--- src/rtl/dclk_tx_arbiter_pkg.sv ---
// Shared link constants and arbiter state encodings for dclk_tx_arbiter.
package dclk_tx_arbiter_pkg;

  localparam int HDR_SZ  = 2;
  localparam int PL_SZ   = 8;
  localparam int ADDR_SZ = 4;
  localparam int FLIT_W  = HDR_SZ + PL_SZ + ADDR_SZ;

  typedef enum logic [1:0] {
    TXARB_IDLE   = 2'b00,
    TXARB_ISSUE  = 2'b01,
    TXARB_WSTART = 2'b10,
    TXARB_WDONE  = 2'b11
  } txarb_state_e;

endpackage

--- src/rtl/dclk_tx_arbiter_rr_pick.sv ---
// rr_pick: combinational round-robin selector, searching upward from i_ptr+1 modulo N.
module rr_pick
  import dclk_tx_arbiter_pkg::*;
#(
  parameter int N  = 4,
  parameter int IW = 2
) (
  input  logic [N-1:0]  i_req,
  input  logic [IW-1:0] i_ptr,
  output logic [N-1:0]  o_onehot,
  output logic [IW-1:0] o_idx,
  output logic          o_valid
);

  // First requester found after the pointer wins.
  always_comb begin : pick
    int            j;
    logic [IW-1:0] j_idx;
    logic          found;
    logic          hit;
    o_onehot = '0;
    o_idx    = '0;
    found    = 1'b0;
    j        = 0;
    j_idx    = '0;
    hit      = 1'b0;
    for (int k = 1; k <= N; k++) begin
      j           = (int'(i_ptr) + k) % N;
      j_idx       = IW'(j);
      hit         = !found && i_req[j_idx];
      found       = found | hit;
      o_onehot[j_idx] = hit;
      o_idx       = hit ? j_idx : o_idx;
    end
    o_valid = |i_req;
  end

endmodule

--- src/rtl/dclk_tx_arbiter.sv ---
// Round-robin arbiter feeding one dclk_tx serial transmitter.
// Optional TXARB_LOCAL_PRIO_EN: requester N_REQ-1 (local PE) gets strict priority.
module dclk_tx_arbiter
  import dclk_tx_arbiter_pkg::*;
#(
  parameter int N_REQ     = 4,
  parameter int GW        = 2,
  parameter int START_TMO = 8
) (
  input  logic                    clk,
  input  logic                    reset,
  input  logic [N_REQ-1:0]        req_in,
  input  logic [N_REQ*FLIT_W-1:0] item_in,
  output logic [N_REQ-1:0]        grant,
  output logic [GW-1:0]           grant_idx,
  output logic                    tx_req,
  output logic [FLIT_W-1:0]       tx_item,
  input  logic                    tx_busy,
  input  logic                    tx_active,
  input  logic                    channel_busy,
  output logic                    busy,
  output logic                    tx_err
);

  localparam int W  = FLIT_W;
  localparam int CW = $clog2(START_TMO + 1);

  txarb_state_e       r_state;
  logic [GW-1:0]      r_ptr;
  logic [N_REQ-1:0]   r_grant;
  logic [GW-1:0]      r_grant_idx;
  logic               r_tx_req;
  logic [W-1:0]       r_tx_item;
  logic               r_busy;
  logic               r_tx_err;
  logic [CW-1:0]      r_cnt;

  logic               w_local;
  logic [N_REQ-1:0]   w_rr_req;
  logic [N_REQ-1:0]   w_rr_onehot;
  logic [GW-1:0]      w_rr_idx;
  logic               w_rr_valid;
  logic               w_any;
  logic [GW-1:0]      w_win_idx;
  logic [N_REQ-1:0]   w_win_onehot;
  logic [W-1:0]       w_item;

`ifdef TXARB_LOCAL_PRIO_EN
  // The local port bypasses rotation, so it is removed from the round-robin set.
  assign w_local  = req_in[N_REQ-1];
  assign w_rr_req = {1'b0, req_in[N_REQ-2:0]};
`else
  assign w_local  = 1'b0;
  assign w_rr_req = req_in;
`endif

  rr_pick #(.N(N_REQ), .IW(GW)) u_rr_pick (
    .i_req    (w_rr_req),
    .i_ptr    (r_ptr),
    .o_onehot (w_rr_onehot),
    .o_idx    (w_rr_idx),
    .o_valid  (w_rr_valid)
  );

  assign w_any        = w_local | w_rr_valid;
  assign w_win_idx    = w_local ? GW'(N_REQ-1) : w_rr_idx;
  assign w_win_onehot = w_local ? {1'b1, {(N_REQ-1){1'b0}}} : w_rr_onehot;

  // Select the winner's flit from the flattened input bus.
  always_comb begin
    w_item = '0;
    for (int i = 0; i < N_REQ; i++) begin
      w_item = (w_win_idx == GW'(i)) ? item_in[i*W +: W] : w_item;
    end
  end

  // Arbitration FSM: issue one flit, then wait for the transfer to start and finish.
  always_ff @(posedge clk) begin
    if (!reset) begin
      r_state     <= TXARB_IDLE;
      r_ptr       <= GW'(N_REQ-1);
      r_grant     <= '0;
      r_grant_idx <= '0;
      r_tx_req    <= 1'b0;
      r_tx_item   <= '0;
      r_busy      <= 1'b0;
      r_tx_err    <= 1'b0;
      r_cnt       <= '0;
    end else begin
      r_grant  <= '0;
      r_tx_req <= 1'b0;
      r_tx_err <= 1'b0;
      case (r_state)
        TXARB_IDLE: begin
          if (w_any && !channel_busy && !tx_busy) begin
            r_state     <= TXARB_ISSUE;
            r_busy      <= 1'b1;
            r_grant     <= w_win_onehot;
            r_tx_req    <= 1'b1;
            r_grant_idx <= w_win_idx;
            r_tx_item   <= w_item;
            if (!w_local) begin
              r_ptr <= w_win_idx;
            end
          end
        end
        TXARB_ISSUE: begin
          r_state <= TXARB_WSTART;
          r_cnt   <= '0;
        end
        TXARB_WSTART: begin
          if (tx_active) begin
            r_state <= TXARB_WDONE;
          end else if (r_cnt == CW'(START_TMO-1)) begin
            r_tx_err <= 1'b1;
            r_state  <= TXARB_IDLE;
            r_busy   <= 1'b0;
          end else begin
            r_cnt <= r_cnt + CW'(1);
          end
        end
        TXARB_WDONE: begin
          if (!tx_active && !tx_busy) begin
            r_state <= TXARB_IDLE;
            r_busy  <= 1'b0;
          end
        end
        default: begin
          r_state <= TXARB_IDLE;
          r_busy  <= 1'b0;
        end
      endcase
    end
  end

  assign grant     = r_grant;
  assign grant_idx = r_grant_idx;
  assign tx_req    = r_tx_req;
  assign tx_item   = r_tx_item;
  assign busy      = r_busy;
  assign tx_err    = r_tx_err;

endmodule
--- config.mk ---
export PLATFORM = sky130hd
export DESIGN_NAME = dclk_tx_arbiter
export DESIGN_NICKNAME = d
export VERILOG_FILES = /design/src/rtl/dclk_tx_arbiter_pkg.sv /design/src/rtl/dclk_tx_arbiter_rr_pick.sv /design/src/rtl/dclk_tx_arbiter.sv
export SDC_FILE = /design/constraint.sdc
export NUM_CORES = 1
export LEC_CHECK = 0
export CAP_MARGIN = 15
export CORE_MARGIN = 8
export CORE_UTILIZATION = 44
export CTS_CLUSTER_DIAMETER = 40
export DETAILED_ROUTE_END_ITERATION = 12
export PLACE_DENSITY = 0.86
export REMOVE_ABC_BUFFERS = 1
export SYNTH_ARGS = -nofsm -noshare
export SYNTH_HDL_FRONTEND = slang
export SYNTH_HIERARCHICAL = 1
export SYNTH_SLANG_ARGS = --single-unit
--- constraint.sdc ---
create_clock -name clk -period 3.37 [get_ports clk]
set_input_delay 0.674 -clock clk [delete_from_list [all_inputs] [get_ports clk]]
set_output_delay 0.674 -clock clk [all_outputs]
set_load 0.02 [all_outputs]
* Yosys cells after proc, flatten, opt, wreduce, memory -nomap -nowiden *
Cells that the tools add are included.

word-level totals
  register bits = 31
  input port bits = 65
  output and inout bits = 23
  logic and storage cells = 110

cells by class
  $add $sub $neg = 5
  order comparisons = 8
  eq/ne operators = 13
  muxes and demuxes = 42
  bitwise logic cells = 5
  reductions and logical operators = 28

operators with widths
  cell                                                                                  number
  14-bit 2-to-1 mux                                                                     4
  2-bit 2-to-1 mux                                                                      8
  1-bit 2-to-1 mux                                                                      14
  4-bit bitwise mux                                                                     3
  2-bit by 3-bit < comparator with 1-bit output (second input constant)                 4
  1-bit logical AND                                                                     10
  2-bit != test (second input constant)                                                 5
  3-bit AND reduction                                                                   3
  1-bit binary-select mux with 2-bit select                                             4
  1-bit demux with 2-bit select                                                         4
  2-bit == test (second input constant)                                                 4
  2-bit by 1-bit greater-or-equal comparator with 1-bit output (second input constant)  4
  4-bit 2-to-1 mux                                                                      2
  2-bit one-hot mux with 4 select lines                                                 1
  4-bit one-hot mux with 2 select lines                                                 1
  1-bit logical NOT                                                                     6
  5-bit AND reduction                                                                   1
  2-bit by 1-bit adder with 2-bit output (second input constant)                        2
  2-bit adder (second input constant)                                                   2
  4-bit by 1-bit adder with 4-bit output (second input constant)                        1
  4-bit bitwise AND                                                                     1
  2-bit by 1-bit == test with 1-bit output (second input constant)                      2
  4-bit by 3-bit == test with 1-bit output (second input constant)                      1
  2-bit logical NOT                                                                     2
  other kinds (9)                                                                       12

* Depth between registers and ports, before layout *
Gate-level depths: netlist of run 1.

  depth after elaboration = 17
  gate-level depth with buffers = 12

* Hierarchy *
Netlist of run 1, hierarchy kept.

modules (own cells, without submodules)
  module           times used  cells an instance  area an instance (um2)  sequential area each (um2)
  dclk_tx_arbiter  1           156                1610.3                  620.6
  rr_pick          1           73                 618.1                   0.0

* Worst setup path after synthesis of run 1 *
No wires, ideal clock.

  kind = reg2reg
  from = reg r_ptr[0]
  to = reg r_tx_item[8], in the netlist tx_item[8]
  library setup time = 0.116 ns
  arrival = 2.667 ns
  data required time = 3.254 ns
  setup slack = 0.587 ns
  stages on the path, launching flop included = 13
  path through = dfxtp_1 buf_6 inv_1 ha_1 mux2_2 nor2_1 nor2_1 a22oi_1 buf_6 buf_12 mux4_2 nand2_1 a21boi_1

on the way
  cells in the longest elaborated chain, start to end = 17
  elaborated cells between the ends (all ways) = 32

RTL lines
  element                                    line                           source
  start, declared                            dclk_tx_arbiter.sv:29          logic [GW-1:0] r_ptr;
  start signal, assigned                     dclk_tx_arbiter.sv:81          r_ptr <= GW'(N_REQ-1);
  start signal, assigned                     dclk_tx_arbiter.sv:103         r_ptr <= w_win_idx;
  2-bit by 1-bit adder with 2-bit output     dclk_tx_arbiter_rr_pick.sv:28  j = (int'(i_ptr) + k) % N;
  1-bit binary-select mux with 2-bit select  dclk_tx_arbiter_rr_pick.sv:30  hit = !found && i_req[j_idx];
  1-bit 2-to-1 mux (implied by the code)     dclk_tx_arbiter_rr_pick.sv:30
  1-bit logical NOT                          dclk_tx_arbiter_rr_pick.sv:30
  1-bit logical AND                          dclk_tx_arbiter_rr_pick.sv:30
  1-bit OR                                   dclk_tx_arbiter_rr_pick.sv:31  found = found | hit;
  1-bit logical NOT                          dclk_tx_arbiter_rr_pick.sv:30
  1-bit logical AND                          dclk_tx_arbiter_rr_pick.sv:30
  1-bit OR                                   dclk_tx_arbiter_rr_pick.sv:31
  1-bit logical NOT                          dclk_tx_arbiter_rr_pick.sv:30
  1-bit logical AND                          dclk_tx_arbiter_rr_pick.sv:30
  2-bit 2-to-1 mux (*)                       dclk_tx_arbiter_rr_pick.sv:33  o_idx = hit ? j_idx : o_idx;
  net w_rr_idx[0]                            dclk_tx_arbiter.sv:41          logic [GW-1:0] w_rr_idx;
  2-bit logical NOT                          dclk_tx_arbiter.sv:73          w_item = (w_win_idx == GW'(i)) ? item_in[i*W +: W] : w_item;
  14-bit 2-to-1 mux (3 in a row)             dclk_tx_arbiter.sv:73
  14-bit 2-to-1 mux (*)                      dclk_tx_arbiter.sv:73
  end signal, assigned                       dclk_tx_arbiter.sv:101         r_tx_item <= w_item;
  end, declared                              dclk_tx_arbiter.sv:33          logic [W-1:0] r_tx_item;

The timed path passes the listed nets; every way through them passes the cells marked *. The select of a mux whose other input is x is not followed.
A chain may end at the register's enable or synchronous reset.

* Final worst setup path of run 1 *
  from = in req_in[0]
  to = reg r_tx_item[11], in the netlist tx_item[11]

on the way
  cells in the longest elaborated chain, start to end = 16
  elaborated cells between the ends (all ways) = 32

RTL lines
  element                                    line                           source
  start, declared                            dclk_tx_arbiter.sv:12          input logic [N_REQ-1:0] req_in,
  1-bit binary-select mux with 2-bit select  dclk_tx_arbiter_rr_pick.sv:30
  1-bit 2-to-1 mux (implied by the code)     dclk_tx_arbiter_rr_pick.sv:30
  1-bit logical NOT                          dclk_tx_arbiter_rr_pick.sv:30
  1-bit logical AND                          dclk_tx_arbiter_rr_pick.sv:30
  1-bit OR                                   dclk_tx_arbiter_rr_pick.sv:31
  1-bit logical NOT                          dclk_tx_arbiter_rr_pick.sv:30
  1-bit logical AND                          dclk_tx_arbiter_rr_pick.sv:30
  1-bit OR                                   dclk_tx_arbiter_rr_pick.sv:31
  1-bit logical NOT                          dclk_tx_arbiter_rr_pick.sv:30
  1-bit logical AND                          dclk_tx_arbiter_rr_pick.sv:30
  2-bit 2-to-1 mux (*)                       dclk_tx_arbiter_rr_pick.sv:33
  net w_rr_idx[0]                            dclk_tx_arbiter.sv:41
  2-bit logical NOT                          dclk_tx_arbiter.sv:73
  14-bit 2-to-1 mux (3 in a row)             dclk_tx_arbiter.sv:73
  14-bit 2-to-1 mux (*)                      dclk_tx_arbiter.sv:73

Marks and branches as above.

==> results of run 1 <==
layout by cell type (no fill, tap or decap), drive strengths merged, types with 7 or more instances in the layout:
cell and count:
clkdlybuf4s50 87, buf 9, mux2i 7, mux4 17, a21boi 16, inv 9
ha 13, nor4 8, dfxtp 31, and2 7, clkbuf 8, nand2 42
nor2 7
registers in the layout (all words and copies together) (netlist names):
register / cells
r_ptr: 2
grant_idx: 2
tx_err: 1
tx_req: 1
busy: 1
r_state: 2
grant: 4
r_cnt: 4
tx_item: 14
per-layer routing:
| layer | routed length [um] | track usage [%] |
|---|---|---|
| met1 | 2566 | 18.75 |
| met5 | 0 | 0 |
| met4 | 124 | 6.250 |
| met2 | 3190 | 28.80 |
| met3 | 561 | 6.887 |
kinds of logic (layout without fill, tap and decap cells):
logic type	after synthesis	in the layout
compound gates	38	38
xor+xnor	2	2
fa+ha+maj	13	13
buf+inv	23	113
flops	31	31
mux	28	28
simple gates	94	94
final cells by class:
type / count / area [um2] / area share, %
Multi-Input combinational cell: 175 / 1484 / 45.28
Tap cell: 70 / 87.58 / 2.673
Inverter: 9 / 33.78 / 1.031
Sequential cell: 31 / 620.6 / 18.94
Timing Repair Buffer: 96 / 950.9 / 29.02
Clock buffer: 8 / 100.1 / 3.055
through the flow:
stage,std cells,setup TNS (ns)
after CTS,389,0
after global placement,381,0
after floorplan,215,-9.400
after detailed placement,381,0
after global routing,389,0
final,389,0
path summary, 6_finish.rpt:
kind / start / end / slack, ns
min reg2reg: tx_item[6]$_SDFFE_PN0P_ / tx_item[6]$_SDFFE_PN0P_ / 0.46
max reg2reg: r_ptr[0]$_SDFFE_PN1P_ / tx_item[11]$_SDFFE_PN0P_ / 0.57
max: req_in[0] / tx_item[11]$_SDFFE_PN0P_ / 0.40
min: tx_item[6]$_SDFFE_PN0P_ / tx_item[6]$_SDFFE_PN0P_ / 0.46
where the power goes:
part / internal (mW) / switching [mW]
Sequential: 0.421 / 0.0326
Combinational: 0.455 / 0.435
Clock: 0.186 / 0.136
worst reg2reg max path: cells and delay by family (launching register included):
kind                       cells  cell delay (ns)
muxes                          2             1.00
adders and majority gates      1             0.48
and+or+nand+nor                3             0.27
DFF                            1             0.32
AOI/OAI and AO/OA              2             0.26
buffers and inverters          2             0.35
==> results.json, run 1 <==
{
  "synth-simple-area-share_pct": 22.40,
  "clk_root_buffer_cell": "sky130_fd_sc_hd__clkbuf_8",
  "vdd_ir_drop_max_mv": 0.2621,
  "synth_top_family_by_area": "multiplexers",
  "synth_cell_type_count": 45,
  "finalSetupViolCount": 0,
  "global_routing_usage_summed_across_all_routing_layers_pct": 17.05,
  "synth_most_common_cell": "sky130_fd_sc_hd__nand2_1",
  "postCtsResizedCells": 0,
  "cts_tree": "built",
  "post-route-period-util_pct": 88.08,
  "die_h_um": 87.17,
  "h-tree-depth": 2,
  "netlist_top_cells_area": "sky130_fd_sc_hd__dfxtp_1, sky130_fd_sc_hd__mux4_2, sky130_fd_sc_hd__ha_1",
  "io_buffer_count": 87,
  "number_of_flops_mapped_to_enable_cells_by_yosys": 0,
  "drive_above_1_share_pct": 13.79,
  "synth.mux.area_fraction_pct": 22.68,
  "status": "complete, no violations",
  "num_io_pins": 88,
  "rsz0062_at_grt": "false",
  "worst_hold_path.num_cells": 2,
  "worstSetupPathDepth": 9,
  "drtAntennaViolNets": 0,
  "initial_util_pct": 44.48,
  "hold_viol": 0,
  "synth_xor_area_share_pct": 0.7861,
  "cpPeakStageDelay_ns": 0.58,
  "synthesis.area_per_instance_um2": 9.731,
  "post-route-worst-setup-slack_ns": 0.4017,
  "critical-path-slowest-cell": "sky130_fd_sc_hd__mux4_1",
  "ys_ff_latch": 31,
  "wire_length_of_the_first_global_routing_pass_um": 10230,
  "timing.critical_path.arrival_ns": 3.14,
  "asyncSetResetFlopFracSynth_pct": 0,
  "num_rows": 26,
  "crit_buf_inv": 2,
  "grt-ovfl-total": 0,
  "ys_top_cells_by_count": "sky130_fd_sc_hd__nand2_1, sky130_fd_sc_hd__dfxtp_1, sky130_fd_sc_hd__mux4_2",
  "synthesis.yosys.warnings": 6,
  "postSynth.topFlopCell": "sky130_fd_sc_hd__dfxtp_1",
  "insertion_delay_ns": 0.28,
  "gp_routability_congestion": 0.8569,
  "area_growth_syn_to_layout_pct": 47.05,
  "max_cap_violations": 0,
  "detail_route.wirelength_um": 6442,
  "summed_instance_area_of_the_synthesized_netlist_um2": 2228,
  "final.setup_skew_ns": 0.004154,
  "detail_route.iter0.violations": 153,
  "finished_cell_area_um2": 3277,
  "die-area_um2": 7598,
  "totalPowerFinal_mw": 1.667,
  "tritoncts.num_buffers": 5,
  "path_delay_family": "compound AO/OA/AOI/OAI gates",
  "power.density_cell_area_nw_per_um2": 508.6,
  "clkSlewWorstSetupHoldPaths_ns": 0.06,
  "finalHoldWorstSlack_ns": 0.4576,
  "worstPathRequired_ns": 3.54,
  "final_nets": 396,
  "final_core_util_pct": 65.41,
  "path_common_cell": "sky130_fd_sc_hd__a21oi_1",
  "max-clock-path-buffers": 2,
  "clock_sinks": 31,
  "critical_path_class": "in2reg",
  "finalCriticalPeriod_ns": 2.968,
  "worst_hold_path_type": "reg2reg",
  "antenna_found_initial": 0,
  "route.detailed.wl_per_inst_um": 16.56,
  "fp.dieW_um": 87.17,
  "synth-adder-area-share_pct": 7.299,
  "achievable-frequency_ghz": 0.3369,
  "grt_pass1_vias": 2239,
  "slew_violations": 0,
  "critPathMaxFanout": 15,
  "worstPathCellList": "clkdlybuf4s50_1 -> or3b_2 -> a21oi_1 -> a21oi_1 -> a22oi_2 -> buf_12 -> mux4_1 -> nand2_1 -> a21boi_0",
  "synth_compound_area_share_pct": 13.19,
  "synth.yosys.seq_area_share_pct": 27.85,
  "timing.reg2reg.worst_path_depth": 10,
  "synth.largest_area_cell": "sky130_fd_sc_hd__dfxtp_1",
  "postSynthCellCount": 229,
  "cts_setup_buffers": 0,
  "dpl.hpwl_um": 4945,
  "fillCellCount": 423,
  "route.detailed.vias_per_inst": 5.506,
  "cp-end-kind": "flop",
  "cellLeakagePower_nw": 1.262,
  "design.core.area_um2": 5010,
  "ctsHoldBuffers": 0,
  "maxSlewHeadroom_pct": 40.67,
  "postPlaceCellArea_um2": 3177,
  "vias": 2142,
  "num_antenna_cells": 0,
  "grt_start_max_net_pins": 29,
  "drc": 0,
  "yosysTopAreaCellShare_pct": 27.85,
  "worstSetupStartpointType": "primary input",
  "dr.pass1.iters": 4,
  "dp_worst_setup_slack_ns": 0.1115,
  "tightestPinTransition_ns": 0.8871
}
Power figures use the tool's default switching activity.
==> run 2: changes to the inputs <==
- CORE_UTILIZATION: 44 -> 38
- PLACE_DENSITY: 0.86 -> 0.76
- TNS_END_PERCENT: default -> 1
==> run 2 against run 1 <==
Via count is 2.8% lower. Hold slack worse by 0.0067 ns. Non-clock buffer count is 2 higher. Register-to-register slack better by 0.12 ns. Clock power is 16% lower. Sequential share of layout area hardly changed. Final cell count is 1.8% higher. Largest cell class unchanged.
==> results.json, run 2 (synthesized netlist as in run 1, its figures left out) <==
{
  "hold_path_end": "tx_item[4]$_SDFFE_PN0P_",
  "die_h_um": 92.58,
  "area_growth_syn_to_layout_pct": 47.16,
  "postCtsResizedCells": 0,
  "num_antenna_cells": 0,
  "critPathMaxFanout": 15,
  "maxSlewHeadroom_pct": 61.84,
  "cts_tree": "built",
  "crit_buf_inv": 2,
  "insertion_delay_ns": 0.28,
  "worstReg2RegStart": "r_ptr[1]$_SDFFE_PN1P_",
  "finalHoldWorstSlack_ns": 0.4509,
  "most_common_cell_after_layout_fill_and_taps_aside": "sky130_fd_sc_hd__clkdlybuf4s50_1",
  "finalSetupViolCount": 0,
  "io_buffer_count": 87,
  "num_rows": 28,
  "netSwitchingPower_mw": 0.5722,
  "critical-path-slowest-cell": "sky130_fd_sc_hd__mux4_1",
  "cts_setup_buffers": 0,
  "drtAntennaViolNets": 0,
  "largest_register_ff_count": 14,
  "worstSetupStartpointType": "primary input",
  "slew_violations": 0,
  "rsz0062_at_grt": "false",
  "grt-ovfl-total": 0,
  "hold_viol": 0,
  "rr_endpoint": "tx_item[11]$_SDFFE_PN0P_",
  "timing.critical_path.arrival_ns": 3.10,
  "tritoncts.num_buffers": 5,
  "cpPeakStageDelay_ns": 0.57,
  "final_total_negative_setup_slack_ns": 0,
  "post-route-period-util_pct": 87.00,
  "ctsHoldBuffers": 0,
  "timing.reg2reg.worst_path_depth": 10,
  "regToRegSetupSlack_ns": 0.69,
  "grt_pass1_vias": 2203,
  "route.detailed.vias_per_inst": 5.260,
  "status": "complete, no violations",
  "die-area_um2": 8570,
  "max-clock-path-buffers": 2,
  "design.core.area_um2": 5781,
  "worstPathCellList": "clkdlybuf4s50_1 -> mux4_2 -> nand2b_1 -> a22oi_2 -> buf_12 -> mux4_1 -> nand2_1 -> a21boi_0",
  "final_nets": 398,
  "initial_util_pct": 38.55,
  "max_cap_violations": 0,
  "detail_route.wirelength_um": 5980,
  "tightestPinTransition_ns": 0.5724,
  "dpl.hpwl_um": 4815,
  "hp-start": "tx_item[4]$_SDFFE_PN0P_",
  "combPwrFrac_pct": 54.5,
  "worst_hold_path_type": "reg2reg",
  "seqPwrFrac_pct": 28.5,
  "global_routing_usage_summed_across_all_routing_layers_pct": 14.53,
  "detail_route.iter0.violations": 122,
  "final.setup_skew_ns": 0.009661,
  "worst_hold_path.num_cells": 2,
  "fp.dieW_um": 92.58,
  "num_io_pins": 88,
  "route.detailed.wl_per_inst_um": 15.10,
  "worstPathRequired_ns": 3.53,
  "clock_sinks": 31,
  "clock_power_share_pct": 17.0,
  "critical_path_class": "in2reg",
  "cp-end-kind": "flop",
  "clkSlewWorstSetupHoldPaths_ns": 0.06,
  "finalCriticalPeriod_ns": 2.932,
  "power.density_cell_area_nw_per_um2": 485.8,
  "internal_power_mw": 1.021,
  "cellLeakagePower_nw": 1.262,
  "drive_above_1_share_pct": 14.02,
  "wire_length_of_the_first_global_routing_pass_um": 10160,
  "path_delay_family": "multiplexers",
  "clk_root_buffer_cell": "sky130_fd_sc_hd__clkbuf_8",
  "achievable-frequency_ghz": 0.3411,
  "grt_start_max_net_pins": 29,
  "final_cell_mix": "sky130_fd_sc_hd__clkdlybuf4s50_1, sky130_fd_sc_hd__nand2_1, sky130_fd_sc_hd__dfxtp_1, sky130_fd_sc_hd__mux4_2, sky130_fd_sc_hd__ha_1",
  "gp_routability_congestion": 0.8892,
  "antenna_found_initial": 0,
  "vias": 2083,
  "drc": 0,
  "h-tree-depth": 2,
  "vdd_ir_drop_max_mv": 0.1945,
  "dr.pass1.iters": 4,
  "switching_share_pct": 35.92
}
## run 2: cell type report
cell class,count,area (um2)
Fill cell,540,2501
Sequential cell,31,620.6
Timing Repair Buffer,98,965.9
Clock inverter,1,5.005
Inverter,9,33.78
Tap cell,75,93.84
Multi-Input combinational cell,175,1484
Clock buffer,7,76.32
## run 2: routing by layer
metal	wire length, um	up-vias	track usage [%]
met5	0	-	0
met4	74	0	3.624
met3	603	4	7.201
met2	2954	73	24.91
met1	2348	981	15.60
li1	-	1025	-
## run 2: through the flow
step / worst slack, ns / power, mW / utilization [%] / area [um2] / cells
4_1_cts: 0.4410 / 1.612 / 56.73 / 3279 / 396
3_3_place_gp: 0.2104 / 1.326 / 55.32 / 3198 / 388
3_5_place_dp: 0.1431 / 1.335 / 55.32 / 3198 / 388
6_report: 0.4382 / 1.593 / 56.73 / 3279 / 396
5_1_grt: 0.3240 / 1.722 / 56.73 / 3279 / 396
2_1_floorplan: -0.7054 / 1.024 / - / 2133 / 215
## run 2: how the worst max path moves through the flow
stage | endpoint | cells past startpoint | startpoint
floorplan | tx_item[11]$_SDFFE_PN0P_ | 9 | r_ptr[0]$_SDFFE_PN1P_
global placement | tx_item[11]$_SDFFE_PN0P_ | 8 | req_in[3]
detailed placement | tx_item[11]$_SDFFE_PN0P_ | 8 | req_in[3]
CTS | tx_item[11]$_SDFFE_PN0P_ | 8 | req_in[3]
global route | tx_item[11]$_SDFFE_PN0P_ | 9 | req_in[3]
finish | tx_item[11]$_SDFFE_PN0P_ | 8 | req_in[3]
## run 2: worst reg2reg max path, stage by stage (launching register included)
cell,delay [ns]
sky130_fd_sc_hd__dfxtp_1,0.33
sky130_fd_sc_hd__inv_1,0.11
sky130_fd_sc_hd__ha_1,0.44
sky130_fd_sc_hd__mux2_2,0.42
sky130_fd_sc_hd__nor2_1,0.12
sky130_fd_sc_hd__nor2_1,0.06
sky130_fd_sc_hd__a22oi_2,0.17
sky130_fd_sc_hd__buf_12,0.20
sky130_fd_sc_hd__mux4_1,0.57
sky130_fd_sc_hd__nand2_1,0.08
sky130_fd_sc_hd__a21boi_0,0.08
## run 2: power by group through the flow
| stage | Combinational, mW | Sequential [mW] | Clock (mW) |
|---|---|---|---|
| finish | 0.869 | 0.454 | 0.271 |
| global route | 0.958 | 0.462 | 0.301 |
| CTS | 0.877 | 0.454 | 0.281 |
| detailed placement | 0.874 | 0.461 | 0 |
| global placement | 0.867 | 0.459 | 0 |
| floorplan | 0.506 | 0.518 | 0 |
==> run 3: changes to the inputs <==
- CTS_BUF_LIST: default -> sky130_fd_sc_hd__clkbuf_4 sky130_fd_sc_hd__clkbuf_8 sky130_fd_sc_hd__clkbuf_16
==> run 3 against run 2 <==
Register-to-register slack is essentially flat. Utilization increased by 0.13 points. Global-route usage grew 0.12 points. Sequential power about the same. Final cell count unchanged. Clock-buffer cell count unchanged. Final area is 0.23% higher. Non-clock buffer count unchanged. Sequential share of layout area barely moved. Critical path type unchanged. Largest cell class unchanged. Highest routed layer unchanged.
==> results.json, run 3 (synthesized netlist as in run 1, its figures left out) <==
{
  "status": "complete, no violations",
  "route.detailed.wl_per_inst_um": 15.10,
  "dpl.cell_count": 388,
  "antenna_found_initial": 0,
  "fillCellCount": 538,
  "vias": 2087,
  "grt_pass1_vias": 2207,
  "drc": 0,
  "num_antenna_cells": 0,
  "die-area_um2": 8570,
  "wl_met2_um": 2949,
  "max_cap_violations": 0,
  "detail_route.wirelength_um": 5978,
  "largest_register_ff_count": 14,
  "achievable-frequency_ghz": 0.3414,
  "critPathMaxFanout": 15,
  "wire_length_of_the_first_global_routing_pass_um": 10180,
  "instances_no_fill": 396,
  "dr.pass1.iters": 4,
  "num_rows": 28,
  "cp-end-kind": "flop",
  "drive_above_1_share_pct": 14.64,
  "fp.dieW_um": 92.58,
  "gp_routability_congestion": 0.8892,
  "num_io_pins": 88,
  "post-route-worst-setup-slack_ns": 0.4406,
  "die_h_um": 92.58,
  "multi_input_combinational_cell_area_um2": 1484,
  "post-route-period-util_pct": 86.93,
  "final_core_util_pct": 56.86,
  "maxSlewHeadroom_pct": 61.61,
  "final.setup_skew_ns": 0.009650,
  "vdd_ir_drop_max_mv": 0.1904,
  "tightestPinTransition_ns": 0.5759,
  "worst_hold_path_type": "reg2reg",
  "h-tree-depth": 2,
  "max-clock-path-buffers": 2,
  "most_common_cell_after_layout_fill_and_taps_aside": "sky130_fd_sc_hd__clkdlybuf4s50_1",
  "finalSetupViolCount": 0,
  "cts_tree": "built",
  "hold_viol": 0,
  "detailroute.wirelength.met3_um": 601,
  "postPlaceCellArea_um2": 3198,
  "slew_violations": 0,
  "dp_worst_setup_slack_ns": 0.1431,
  "final_total_negative_setup_slack_ns": 0,
  "initial_util_pct": 38.55,
  "clk_root_buffer_cell": "sky130_fd_sc_hd__clkbuf_8",
  "top_layer": "met4",
  "critical_path_class": "in2reg",
  "drtAntennaViolNets": 0,
  "power.density_cell_area_nw_per_um2": 489.9,
  "tritoncts.num_buffers": 5,
  "rsz0062_at_grt": "false",
  "clkSlewWorstSetupHoldPaths_ns": 0.06,
  "clock_sinks": 31,
  "final_cell_mix": "sky130_fd_sc_hd__clkdlybuf4s50_1, sky130_fd_sc_hd__nand2_1, sky130_fd_sc_hd__dfxtp_1, sky130_fd_sc_hd__mux4_2, sky130_fd_sc_hd__ha_1",
  "final_nets": 398,
  "postCtsResizedCells": 0,
  "finished_cell_area_um2": 3287,
  "insertion_delay_ns": 0.28,
  "io_buffer_count": 87,
  "dpl.hpwl_um": 4815,
  "design.core.area_um2": 5781,
  "grt-ovfl-total": 0,
  "area_growth_syn_to_layout_pct": 47.50,
  "seq_area_um2": 620.6,
  "ctsHoldBuffers": 0,
  "worstSetupStartpointType": "primary input",
  "cellLeakagePower_nw": 1.269,
  "timing.critical_path.arrival_ns": 3.10,
  "detail_route.iter0.violations": 124,
  "worstPathRequired_ns": 3.54,
  "grt_start_max_net_pins": 29,
  "cts_setup_buffers": 0,
  "finalCriticalPeriod_ns": 2.929,
  "global_routing_usage_summed_across_all_routing_layers_pct": 14.65,
  "met1_length_um": 2340,
  "route.detailed.vias_per_inst": 5.270
}
-- run 3: cell counts in the layout (fill, tap and decap cells not counted) --
Identical to the previous run, type by type.
-- run 3: path summary, 6_finish.rpt --
path	from	endpoint	slack, ns	cells past startpoint
worst min-delay path	tx_item[4]$_SDFFE_PN0P_	tx_item[4]$_SDFFE_PN0P_	0.45	2
worst max register to register	r_ptr[1]$_SDFFE_PN1P_	tx_item[11]$_SDFFE_PN0P_	0.69	10
worst min register to register	tx_item[4]$_SDFFE_PN0P_	tx_item[4]$_SDFFE_PN0P_	0.45	2
worst max-delay path	req_in[3]	tx_item[11]$_SDFFE_PN0P_	0.44	8
-- run 3: power breakdown --
part | switching, mW | total (mW) | internal, mW
Sequential | 0.0329 | 0.454 | 0.421
Clock | 0.128 | 0.289 | 0.161
Combinational | 0.412 | 0.868 | 0.455
-- run 3: per-stage QoR --
| step | hold slack [ns] | total power [mW] |
|---|---|---|
| final | 0.4509 | 1.610 |
| after global routing | 0.4821 | 1.741 |
| after CTS | 0.4546 | 1.632 |
| after detailed placement | 0.4459 | 1.335 |
| after global placement | 0.4398 | 1.326 |
| after floorplan | 0.4704 | 1.024 |
-- run 3: cell type report --
type / count / area share [%]
well taps: 75 / 2.855
repair buffers: 98 / 29.39
flip-flops and latches: 31 / 18.88
inverters: 9 / 1.028
clock buffers: 7 / 2.550
multi-input cells: 175 / 45.15
clock inverters: 1 / 0.1523
-- run 3: critical path: stages --
cell and delay (ns):
sky130_fd_sc_hd__clkdlybuf4s50_1 0.50, sky130_fd_sc_hd__mux4_2 0.55, sky130_fd_sc_hd__nand2b_1 0.20, sky130_fd_sc_hd__a22oi_2 0.24, sky130_fd_sc_hd__buf_12 0.20, sky130_fd_sc_hd__mux4_1 0.57, sky130_fd_sc_hd__nand2_1 0.08, sky130_fd_sc_hd__a21boi_0 0.08
-- run 3: routing by layer --
layer  global-route usage (%)  vias up
li1                         -     1025
met1                    15.69      983
met2                    24.85       73
met3                    7.201        6
met4                    4.430        0
met5                        0        -
